File: src/rtl/fft_out_reorder.sv
// FFT result sink: captures N-point frames into a ping-pong buffer and replays them
// downstream in natural bin order over a valid/ready interface.
module fft_out_reorder #(
  parameter int N       = 16,
  parameter int LOGN    = 4,
  parameter int DW      = 16,
  parameter int REORDER = 1
) (
  input  logic            clk,
  input  logic            rstn,
  input  logic            s_vld,
  input  logic [DW-1:0]   s_re,
  input  logic [DW-1:0]   s_im,
  output logic            m_vld,
  input  logic            m_rdy,
  output logic [DW-1:0]   m_re,
  output logic [DW-1:0]   m_im,
  output logic [LOGN-1:0] m_idx,
  output logic            m_last,
  output logic            overflow
);

  typedef enum logic [1:0] {IDLE, STREAM, DRAIN} rd_state_t;

  logic [2*DW-1:0] mem [2][N];

  logic [1:0]      full;
  logic            wr_bank, rd_bank;
  logic [LOGN-1:0] wr_cnt, rd_cnt;
  logic            drop;
  rd_state_t       state;

  function automatic logic [LOGN-1:0] bitrev(input logic [LOGN-1:0] v);
    logic [LOGN-1:0] r;
    r = '0;
    for (int unsigned i = 0; i < LOGN; i++) r[i] = v[LOGN-1-i];
    return r;
  endfunction

  // Write side: drop decision is taken from the registered full flag at frame start.
  logic            wr_first, wr_drop, wr_en, wr_done;
  logic [LOGN-1:0] wr_addr;
  logic [1:0]      full_set;

  always_comb begin
    wr_first = (wr_cnt == '0);
    wr_drop  = wr_first ? full[wr_bank] : drop;
    wr_en    = s_vld && !wr_drop;
    wr_done  = wr_en && (wr_cnt == LOGN'(N-1));
    wr_addr  = (REORDER != 0) ? bitrev(wr_cnt) : wr_cnt;
    full_set = '0;
    if (wr_done) full_set[wr_bank] = 1'b1;
  end

  always_ff @(posedge clk) begin
    if (wr_en) mem[wr_bank][wr_addr] <= {s_re, s_im};
  end

  // Read side: in DRAIN the last bin is waiting for its handshake; on that edge the
  // other bank's bin 0 can be loaded straight away so frames stream without a bubble.
  logic            hs, can_load, ld_en, ld_bank;
  logic [LOGN-1:0] ld_idx;
  logic [1:0]      full_clr;
  logic [2*DW-1:0] rd_data;

  always_comb begin
    hs       = m_vld && m_rdy;
    can_load = !m_vld || m_rdy;
    ld_en    = 1'b0;
    ld_bank  = rd_bank;
    ld_idx   = '0;
    full_clr = '0;
    case (state)
      IDLE:   ld_en = full[rd_bank] && can_load;
      STREAM: begin
        ld_en  = can_load;
        ld_idx = rd_cnt;
      end
      DRAIN: begin
        ld_bank = ~rd_bank;
        if (hs) begin
          full_clr[rd_bank] = 1'b1;
          ld_en             = full[~rd_bank];
        end
      end
      default: ;
    endcase
    rd_data = mem[ld_bank][ld_idx];
  end

  always_ff @(posedge clk) begin
    if (!rstn) begin
      full     <= '0;
      wr_bank  <= 1'b0;
      wr_cnt   <= '0;
      drop     <= 1'b0;
      overflow <= 1'b0;
      state    <= IDLE;
      rd_bank  <= 1'b0;
      rd_cnt   <= '0;
      m_vld    <= 1'b0;
      m_re     <= '0;
      m_im     <= '0;
      m_idx    <= '0;
      m_last   <= 1'b0;
    end else begin
      full <= (full | full_set) & ~full_clr;

      if (s_vld) begin
        wr_cnt <= wr_cnt + 1'b1;
        if (wr_first) begin
          drop <= full[wr_bank];
          if (full[wr_bank]) overflow <= 1'b1;
        end
        if (wr_done) wr_bank <= ~wr_bank;
      end

      if (state == DRAIN && hs) begin
        rd_bank <= ~rd_bank;
        if (!ld_en) state <= IDLE;
      end

      if (ld_en) begin
        m_vld  <= 1'b1;
        m_re   <= rd_data[2*DW-1:DW];
        m_im   <= rd_data[DW-1:0];
        m_idx  <= ld_idx;
        m_last <= (ld_idx == LOGN'(N-1));
        if (ld_idx == LOGN'(N-1)) begin
          rd_cnt <= '0;
          state  <= DRAIN;
        end else begin
          rd_cnt <= ld_idx + 1'b1;
          state  <= STREAM;
        end
      end else if (hs) begin
        m_vld <= 1'b0;
      end
    end
  end

endmodule

File: config.mk
export PLATFORM = sky130hd
export DESIGN_NAME = fft_out_reorder
export DESIGN_NICKNAME = d
export VERILOG_FILES = /design/src/rtl/fft_out_reorder.sv
export SDC_FILE = /design/constraint.sdc
export NUM_CORES = 1
export LEC_CHECK = 0
export CAP_MARGIN = 20
export CORE_MARGIN = 2
export CORE_UTILIZATION = 25
export CTS_BUF_LIST = sky130_fd_sc_hd__clkbuf_4
export DETAILED_ROUTE_END_ITERATION = 7
export HOLD_SLACK_MARGIN = 0.15
export PLACE_DENSITY_LB_ADDON = 0.3
export SLEW_MARGIN = 30
export SYNTH_ARGS = -nofsm -noshare
export SYNTH_HDL_FRONTEND = slang
export SYNTH_SLANG_ARGS = --single-unit
export TNS_END_PERCENT = 20
File: constraint.sdc
create_clock -name clk -period 4.8 [get_ports clk]
set_input_delay 1.2 -clock clk [delete_from_list [all_inputs] [get_ports clk]]
set_output_delay 1.2 -clock clk [all_outputs]
set_load 0.01 [all_outputs]
# Word-level counts from Yosys, hierarchy flattened
# Memories as Yosys holds them, arrays and structs flattened.
# Cells that the tools add are included.
totals:
  ff_bits: 54
  ramBits: 1024
  input_bits: 36
  output_inout_bits: 39
  wordCells: 83
  mem_count: 1
op_classes:
  n_addsub: 2
  order_cmp: 8
  n_eq_ne: 4
  muxes: 31
  bitwise_logic: 7
  n_reduce_logical: 17
memory_table:
  columns: ["name", "words", "width", "rd", "rd_clocked_by_memory_dff", "wr", "line", "rtl"]
  rows:
  - ["mem", 2, 512, 1, 0, 1, "25", "logic [2*DW-1:0] mem [2][N];"]
ops:
  columns: ["operator", "n"]
  rows:
  - ["$mux 512", 1]
  - ["$bmux 32 s4", 1]
  - ["$demux 32 s4", 1]
  - ["$mux 32", 3]
  - ["$mux 1", 14]
  - ["$mux 2", 6]
  - ["$ge 5x5->1 const B", 2]
  - ["$not 4->5", 2]
  - ["$add 4x1->4 const B", 2]
  - ["$eq 4x4->1 const B", 2]
  - ["$logic_and 1x1->1", 8]
  - ["$mux 4", 2]
  - ["$lt 1x2->1 const B", 3]
  - ["$lt 5x1->1 const B", 1]
  - ["$logic_not 4->1", 1]
  - ["$reduce_bool 2->1", 2]
  - ["$pmux 1 s3", 1]
  - ["$reduce_and 3->1", 1]
  - ["$and 2x2->2", 1]
  - ["$demux 1 s1", 2]
  - ["$eq 2x1->1 const B", 1]
  - ["$eq 2x2->1 const B", 1]
  - ["$ge 1x1->1 const B", 2]
  - ["$logic_not 1->1", 2]
  - ["6 further kinds", 7]

# Logic depth before layout (Yosys ltp)
# Gate-level depths: netlist of the first run.
logic_depth:
  word_depth: 9
  depth_mapped: 11
  ltp_nobuf: 9

# Worst setup path after synthesis of the first run
# OpenSTA, ideal clock, no wires.
synth_timing:
  kind: "input to register"
  start: "in s_vld"
  end: "mem mem[1][256] (netlist name), enable pin"
  arrival_ps: 3293
  setup_slack_ps: 1086
  cell_stages: 4
  path_buffers: 1
  path_cell_list: "clkbuf_1 -> and2_0 -> nand2_1 -> nor2_1"
synth_via:
  elab_chain_cells: 3
synth_rtl:
  columns: ["item", "line", "rtl"]
  rows:
  - ["start, declared", "11", "input logic s_vld,"]
  - ["$logic_and 1x1->1", "48", "wr_en = s_vld && !wr_drop;"]
  - ["$mux 1", "56", "if (wr_en) mem[wr_bank][wr_addr] <= {s_re, s_im};"]
  - ["$mux 512 (implied by the code)", "56", null]
  - ["end, declared", "25", null]
# No other way between the ends.

# Worst setup path after layout of the first run
layout_timing:
  start: "reg rd_bank"
  end: "reg m_re[2]"
layout_via:
  elab_chain_cells: 6
  word_cells_on_any_way: 13
  classes_between: "mux (10); bitwise (1); reduce/logical (1); memory (1)"
layout_rtl:
  columns: ["item", "line", "rtl"]
  rows:
  - ["start, declared", "28", "logic wr_bank, rd_bank;"]
  - ["start signal, assigned", "119", "rd_bank <= ~rd_bank;"]
  - ["$not 1->1", "80", "ld_bank = ~rd_bank;"]
  - ["$mux 1", "73", "case (state)"]
  - ["$mem_v2 2x512", null, null]
  - ["$bmux 32 s4", "88", "rd_data = mem[ld_bank][ld_idx];"]
  - ["$mux 32 (implied by the code) (2 in series)", "88", null]
  - ["end signal, assigned", "125", "m_re <= rd_data[2*DW-1:DW];"]
  - ["end, declared", "16", "output logic [DW-1:0] m_re,"]
# Several ways; a longest one is shown, not always the timed one. The select of a mux whose other input is x is not followed.
# A chain may end at the register's enable or synchronous reset.

==> results.sh, run 1 <==
export IMPL_synth_fa_ha_area_frac=0.00152
export IMPL_tightest_slew_ps=984
export IMPL_nNetsFinal=2563
export IMPL_finalCriticalPeriod_ps=3650
export IMPL_powerDensity_nw_per_um2=374
export IMPL_netlist_area_um2=41200
export IMPL_drv_cap=0
export IMPL_numCtsBuffers=280
export IMPL_hold_path_class="register to register"
export IMPL_route_detailed_wl_per_inst_um=24.6
export IMPL_final_cell_mix="edfxtp_1 (1024), clkbuf_4 (409), mux4_2 (110)"
export IMPL_rows=148
export IMPL_path_class="register to register"
export IMPL_vias=23088
export IMPL_io_buffers=74
export IMPL_area_growth_pct=18.0
export IMPL_slew_headroom=0.344
export IMPL_yosysUniqueCellTypes=63
export IMPL_drt_drc_violations_left=0
export IMPL_timing_setup_tns_ps=0
export IMPL_post_place_ws_ps=678
export IMPL_syn_avg_cell_area_um2=18.7
export IMPL_grt_antenna_before_repair=6
export IMPL_initial_utilization=0.252
export IMPL_grt_start_max_net_pins=70
export IMPL_synthMuxAreaShare=0.0949
export IMPL_async_flop_share=0
export IMPL_crit_path_end_kind="register"
export IMPL_grt_usage=0.142
export IMPL_required_ps=5900
export IMPL_grt_pass1_vias=23256
export IMPL_viasPerCell=4.73
export IMPL_first_pass_iters=6
export IMPL_synth_ff_latch_count=1078
export IMPL_synthesis_nets=2245
export IMPL_core_um2=163000
export IMPL_routabilityCongestion=0.791
export IMPL_layout_setup_ws_ps=1150
export IMPL_ys_flop_type="edfxtp_1"
export IMPL_arrival_ps=4750
export IMPL_synthCells=2204
export IMPL_finalHoldViolCount=0
export IMPL_outcome="finished, final reports clean"
export IMPL_clkLatencyLatePin_ps=1220
export IMPL_die_h_um=410
export IMPL_root_buffer="clkbuf_4"
export IMPL_drt_total_wl_mm=120
export IMPL_yosys_area_top_type_share=0.747
export IMPL_overflow=0
export IMPL_die_area_um2=168000
export IMPL_clk_pin_slew_ps=70
export IMPL_synth_top_family_by_area="multiplexers"
export IMPL_p_leak_nw=15.4
export IMPL_cp_max_fo=45
export IMPL_setup_violations=0
export IMPL_synth_top_area_cell="edfxtp_1"
export IMPL_fillers=16059
export IMPL_rsz0062_at_grt="false"
export IMPL_synth_edf_count=1024
export IMPL_synth_xor_area_frac=0.00194
export IMPL_drtIter0Drc=2441
export IMPL_synth_compound_area_frac=0.0781
export IMPL_total_power_mw=18.2
export IMPL_multi_input_area_um2=8960
export IMPL_timing_hold_ws_ps=467
export IMPL_ys_warn_count=0
export IMPL_period_share=0.760
export IMPL_post_cts_setup_buffer_count=0
export IMPL_numClockSinks=1078
export IMPL_ys_seq_area_frac=0.773
export IMPL_cts_hold_buf=0
export IMPL_htreeDepth=5
export IMPL_seqCellArea_um2=31800
export IMPL_ant_nets=0
export IMPL_drive_gt1_frac=0.293
export IMPL_hpwl_mm=73.6
export IMPL_r2r_slack_ps=1150
export IMPL_cts_max_path_buffers=4
export IMPL_cts_resized=0
export IMPL_fin_worst_skew_ps=82.0
export IMPL_tritoncts="done"
export IMPL_peakVddDrop_v=0.000226
export IMPL_final_common_cell="edfxtp_1"
export IMPL_synthSimpleGateAreaFrac=0.0345
export IMPL_ios=75
export IMPL_grt_first_pass_wirelength_mm=172
export IMPL_drv_slew=0
export IMPL_fmax_mhz=274
export IMPL_worstSetupStartpointType="register"
export IMPL_die_w_um=410
export IMPL_synth_area_leaders="edfxtp_1 (75%), mux4_2 (6.0%), dfxtp_1 (2.6%), mux2_2 (2.4%), a221oi_1 (1.3%)"
[kinds of logic after synthesis]
kind of cell,count (synthesis)
DFF,1078
AOI/OAI and AO/OA,420
buffers and inverters,153
and+or+nand+nor,299
adders and majority gates,5
muxes,242
xor gates and xnor gates,7
[synth_stat cells (all sizes together) (16+ instances only)]
cell / number
a21oi: 84
a221o: 31
a221oi: 62
a22oi: 30
a32oi: 17
and2: 21
and3: 16
buf: 62
clkbuf: 82
dfxtp: 54
edfxtp: 1024
mux2: 89
mux2i: 43
mux4: 110
nand2: 100
nand3: 42
nor2: 67
o211ai: 34
o21ai: 26
o221ai: 17
o22ai: 30
[through the flow]
stage | area, um^2 | std cells | utilization
global placement | 45300 | 4412 | 0.277
global route | 48600 | 4879 | 0.298
floorplan | 41200 | 2204 | -
detailed placement | 45300 | 4415 | 0.278
finish | 48600 | 4880 | 0.298
CTS | 48600 | 4874 | 0.298
[per-layer routing]
layer | vias up | part of all wire | routed length [um] | GRT usage
li1 | 9966 | - | - | -
met1 | 12104 | 0.44 | 52300 | 0.190
met2 | 855 | 0.48 | 57500 | 0.225
met3 | 155 | 0.067 | 8010 | 0.0356
met4 | 8 | 0.020 | 2380 | 0.0432
met5 | - | 0.00042 | 51 | 0
[worst max-delay path, stage by stage, from the launching register on]
cell and delay (ps):
dfxtp_4 740, inv_6 380, nor2_4 740, buf_4 430, buf_4 250, a221oi_1 110
a221oi_1 630, a211o_1 180
[registers in the layout, indices dropped and copies added (netlist names), 2 cells and up]
name and flops:
wr_cnt 4, m_idx 4, mem 1024, m_im 16, rd_cnt 4, full 2, m_re 16, state 2
[power by group]
group	total, mW	switching (mW)	internal, mW
registers	10.4	0.0127	10.3
clock network	7.49	3.56	3.93
logic	0.348	0.270	0.0775
total	18.2	3.85	14.3
[path summary, 6_finish.rpt]
kind / startpoint / endpoint / cells after the start
setup / recovery: rd_bank / m_re[2] / 7
setup reg to reg: rd_bank / m_re[2] / 7
hold / removal: m_last / m_last / 2
hold reg to reg: m_last / m_last / 2
[layout make-up]
cell class / instances / area share
Clock buffer: 409 / 0.0632
Multi-Input combinational cell: 973 / 0.184
Tap cell: 2175 / 0.0560
Antenna cell: 6 / 0.000309
Clock inverter: 50 / 0.00451
Timing Repair Buffer: 180 / 0.0356
Sequential cell: 1078 / 0.655
Inverter: 9 / 0.000901
Power figures use the tool's default switching activity.
==> inputs of run 2 (changes only) <==
- clock period: 4.8 -> 3.1 ns (I/O delays scaled with it)
==> run 2 against run 1 <==
Fmax is 24% higher. Via count increased by 0.27%. Wire length shrank 1.5%. Combinational power is 56% higher. Sequential power increased by 54%. Critical path depth up 1. Clock skew down 34 ps. Worst setup slack got worse by 1000 ps. Die area stayed put. First-iteration DRC count shrank 9.5%. Cell area up 2.2%. Flip-flop and latch count is the same.
==> results.sh, run 2 (synthesis gave the netlist of run 1 again) <==
export IMPL_viasPerCell=4.68
export IMPL_fin_worst_skew_ps=47.7
export IMPL_root_buffer="clkbuf_4"
export IMPL_hpwl_mm=69.0
export IMPL_hold_path_class="input pin to register"
export IMPL_post_cts_setup_buffer_count=0
export IMPL_vias=23150
export IMPL_critPathTopFamily="simple AND/OR/NAND/NOR gates"
export IMPL_crit_path_top_delay_cell="nand2_1"
export IMPL_route_detailed_wl_per_inst_um=23.9
export IMPL_numCtsBuffers=283
export IMPL_io_buffers=74
export IMPL_clk_pin_slew_ps=70
export IMPL_critPathBufInv=3
export IMPL_die_area_um2=168000
export IMPL_max_stage_delay_ps=580
export IMPL_drtIter0Drc=2209
export IMPL_rr_worst_depth=8
export IMPL_crit_path_end_kind="register"
export IMPL_core_um2=163000
export IMPL_clkLatencyLatePin_ps=1180
export IMPL_cp_cell_sequence="buf_4 -> nand3b_1 -> buf_4 -> inv_2 -> nand2_1 -> a221oi_1 -> nor4_1 -> o41a_1"
export IMPL_die_h_um=410
export IMPL_drv_cap=0
export IMPL_area_growth_pct=20.6
export IMPL_crit_top_cell="buf_4"
export IMPL_drt_drc_violations_left=0
export IMPL_final_common_cell="edfxtp_1"
export IMPL_p_leak_nw=15.9
export IMPL_hold_depth=2
export IMPL_cp_max_fo=17
export IMPL_slew_headroom=0.349
export IMPL_arrival_ps=4020
export IMPL_tritoncts="done"
export IMPL_ios=75
export IMPL_grt_first_pass_wirelength_mm=170
export IMPL_peakVddDrop_v=0.000323
export IMPL_reg2reg_to="m_im[5]"
export IMPL_finalCriticalPeriod_ps=2950
export IMPL_numClockSinks=1078
export IMPL_drt_total_wl_mm=119
export IMPL_grt_antenna_before_repair=6
export IMPL_final_cell_mix="edfxtp_1 (1024), clkbuf_4 (424), buf_4 (111)"
export IMPL_ant_nets=0
export IMPL_r2r_start="state[1]"
export IMPL_reg_top3="mem x1024, m_im x16, m_re x16"
export IMPL_powerDensity_nw_per_um2=571
export IMPL_initial_utilization=0.252
export IMPL_worstSetupStartpointType="register"
export IMPL_period_share=0.952
export IMPL_setup_violations=0
export IMPL_grt_usage=0.139
export IMPL_worstHoldEndpoint="mem[1][306]"
export IMPL_die_w_um=410
export IMPL_largest_reg_flops=1024
export IMPL_htreeDepth=5
export IMPL_drv_slew=0
export IMPL_finalHoldViolCount=0
export IMPL_tightest_slew_ps=975
export IMPL_routabilityCongestion=0.776
export IMPL_grt_start_max_net_pins=77
export IMPL_grt_pass1_vias=23932
export IMPL_timing_setup_tns_ps=0
export IMPL_drive_gt1_frac=0.311
export IMPL_required_ps=4170
export IMPL_path_class="register to register"
export IMPL_first_pass_iters=7
export IMPL_rows=148
export IMPL_nNetsFinal=2628
export IMPL_fmax_mhz=339
export IMPL_post_route_util=0.304
export IMPL_cts_max_path_buffers=4
export IMPL_r2r_slack_ps=150
export IMPL_overflow=0
export IMPL_regMostFlops="mem"
export IMPL_outcome="finished, final reports clean"
export IMPL_min_from="s_re[2]"
==> run 2: changes by cell type in the layout (fill, tap and decap cells not counted), moves of 9 or more <==
| cell | change |
|---|---|
| buf_4 | +27 |
| buf_12 | +37 |
| buf_2 | -14 |
| clkbuf_4 | +15 |
| dfxtp_2 | +9 |
| dfxtp_1 | -9 |
==> run 2: per-stage QoR <==
step	worst slack, ps	hold slack (ps)	instance area, um^2	power [mW]	cells
3_3_place_gp	-86.0	449	46300	16.9	4476
2_1_floorplan	-189	476	41200	16.5	2204
3_5_place_dp	-132	450	46300	16.9	4476
5_1_grt	-7.09	311	49600	29.5	4948
4_1_cts	5.10	276	49600	28.7	4944
6_report	149	425	49700	28.3	4951
==> run 2: worst reg2reg max path: cells and delay by family, from the launching register on <==
| family | cells | cell delay (ps) |
|---|---|---|
| buf+inv | 3 | 710 |
| flops | 1 | 430 |
| simple gates | 3 | 1400 |
| compound gates | 2 | 340 |
==> run 2: how the worst max path moves through the flow <==
stage                         from           to  slack (ps)  depth (start not counted)
after global placement       m_rdy     m_re[12]         -90                          8
after global routing      m_re[10]     m_re[10]          -7                          1
after detailed placement     m_rdy      m_im[5]        -130                          8
after floorplan              s_vld  mem[1][256]        -190                          4
after CTS                  m_im[1]      m_im[1]           5                          1
final                     state[1]      m_im[5]         150                          8
==> run 2: routing by layer <==
layer	global-route usage	up-vias	routed length [um]
met4	0.0384	6	1940
li1	-	10085	-
met5	0	-	26
met1	0.181	12178	51500
met3	0.0361	128	7100
met2	0.229	753	57900
==> run 2: cell type report <==
class | instances | area, um^2
diodes | 7 | 17.5
multi-input cells | 973 | 8960
flip-flops and latches | 1078 | 31800
clock buffers | 424 | 3180
repair buffers | 242 | 2690
well taps | 2175 | 2720
clock inverters | 43 | 191
inverters | 9 | 43.8
fillers | 15977 | 113000
==> run 2: what timing repair did <==
item | in CTS | in global routing
setup endpoints to repair | 17 | 0
hold endpoints to repair | 6 | 0
resized for setup | 17 | 0
hold buffers | 1 | 0
==> run 2: where the power goes <==
part	total [mW]	internal [mW]	switching [mW]
Clock	11.8	6.27	5.49
Sequential	16.0	16.0	0.0196
Combinational	0.543	0.160	0.383
Total	28.3	22.4	5.89
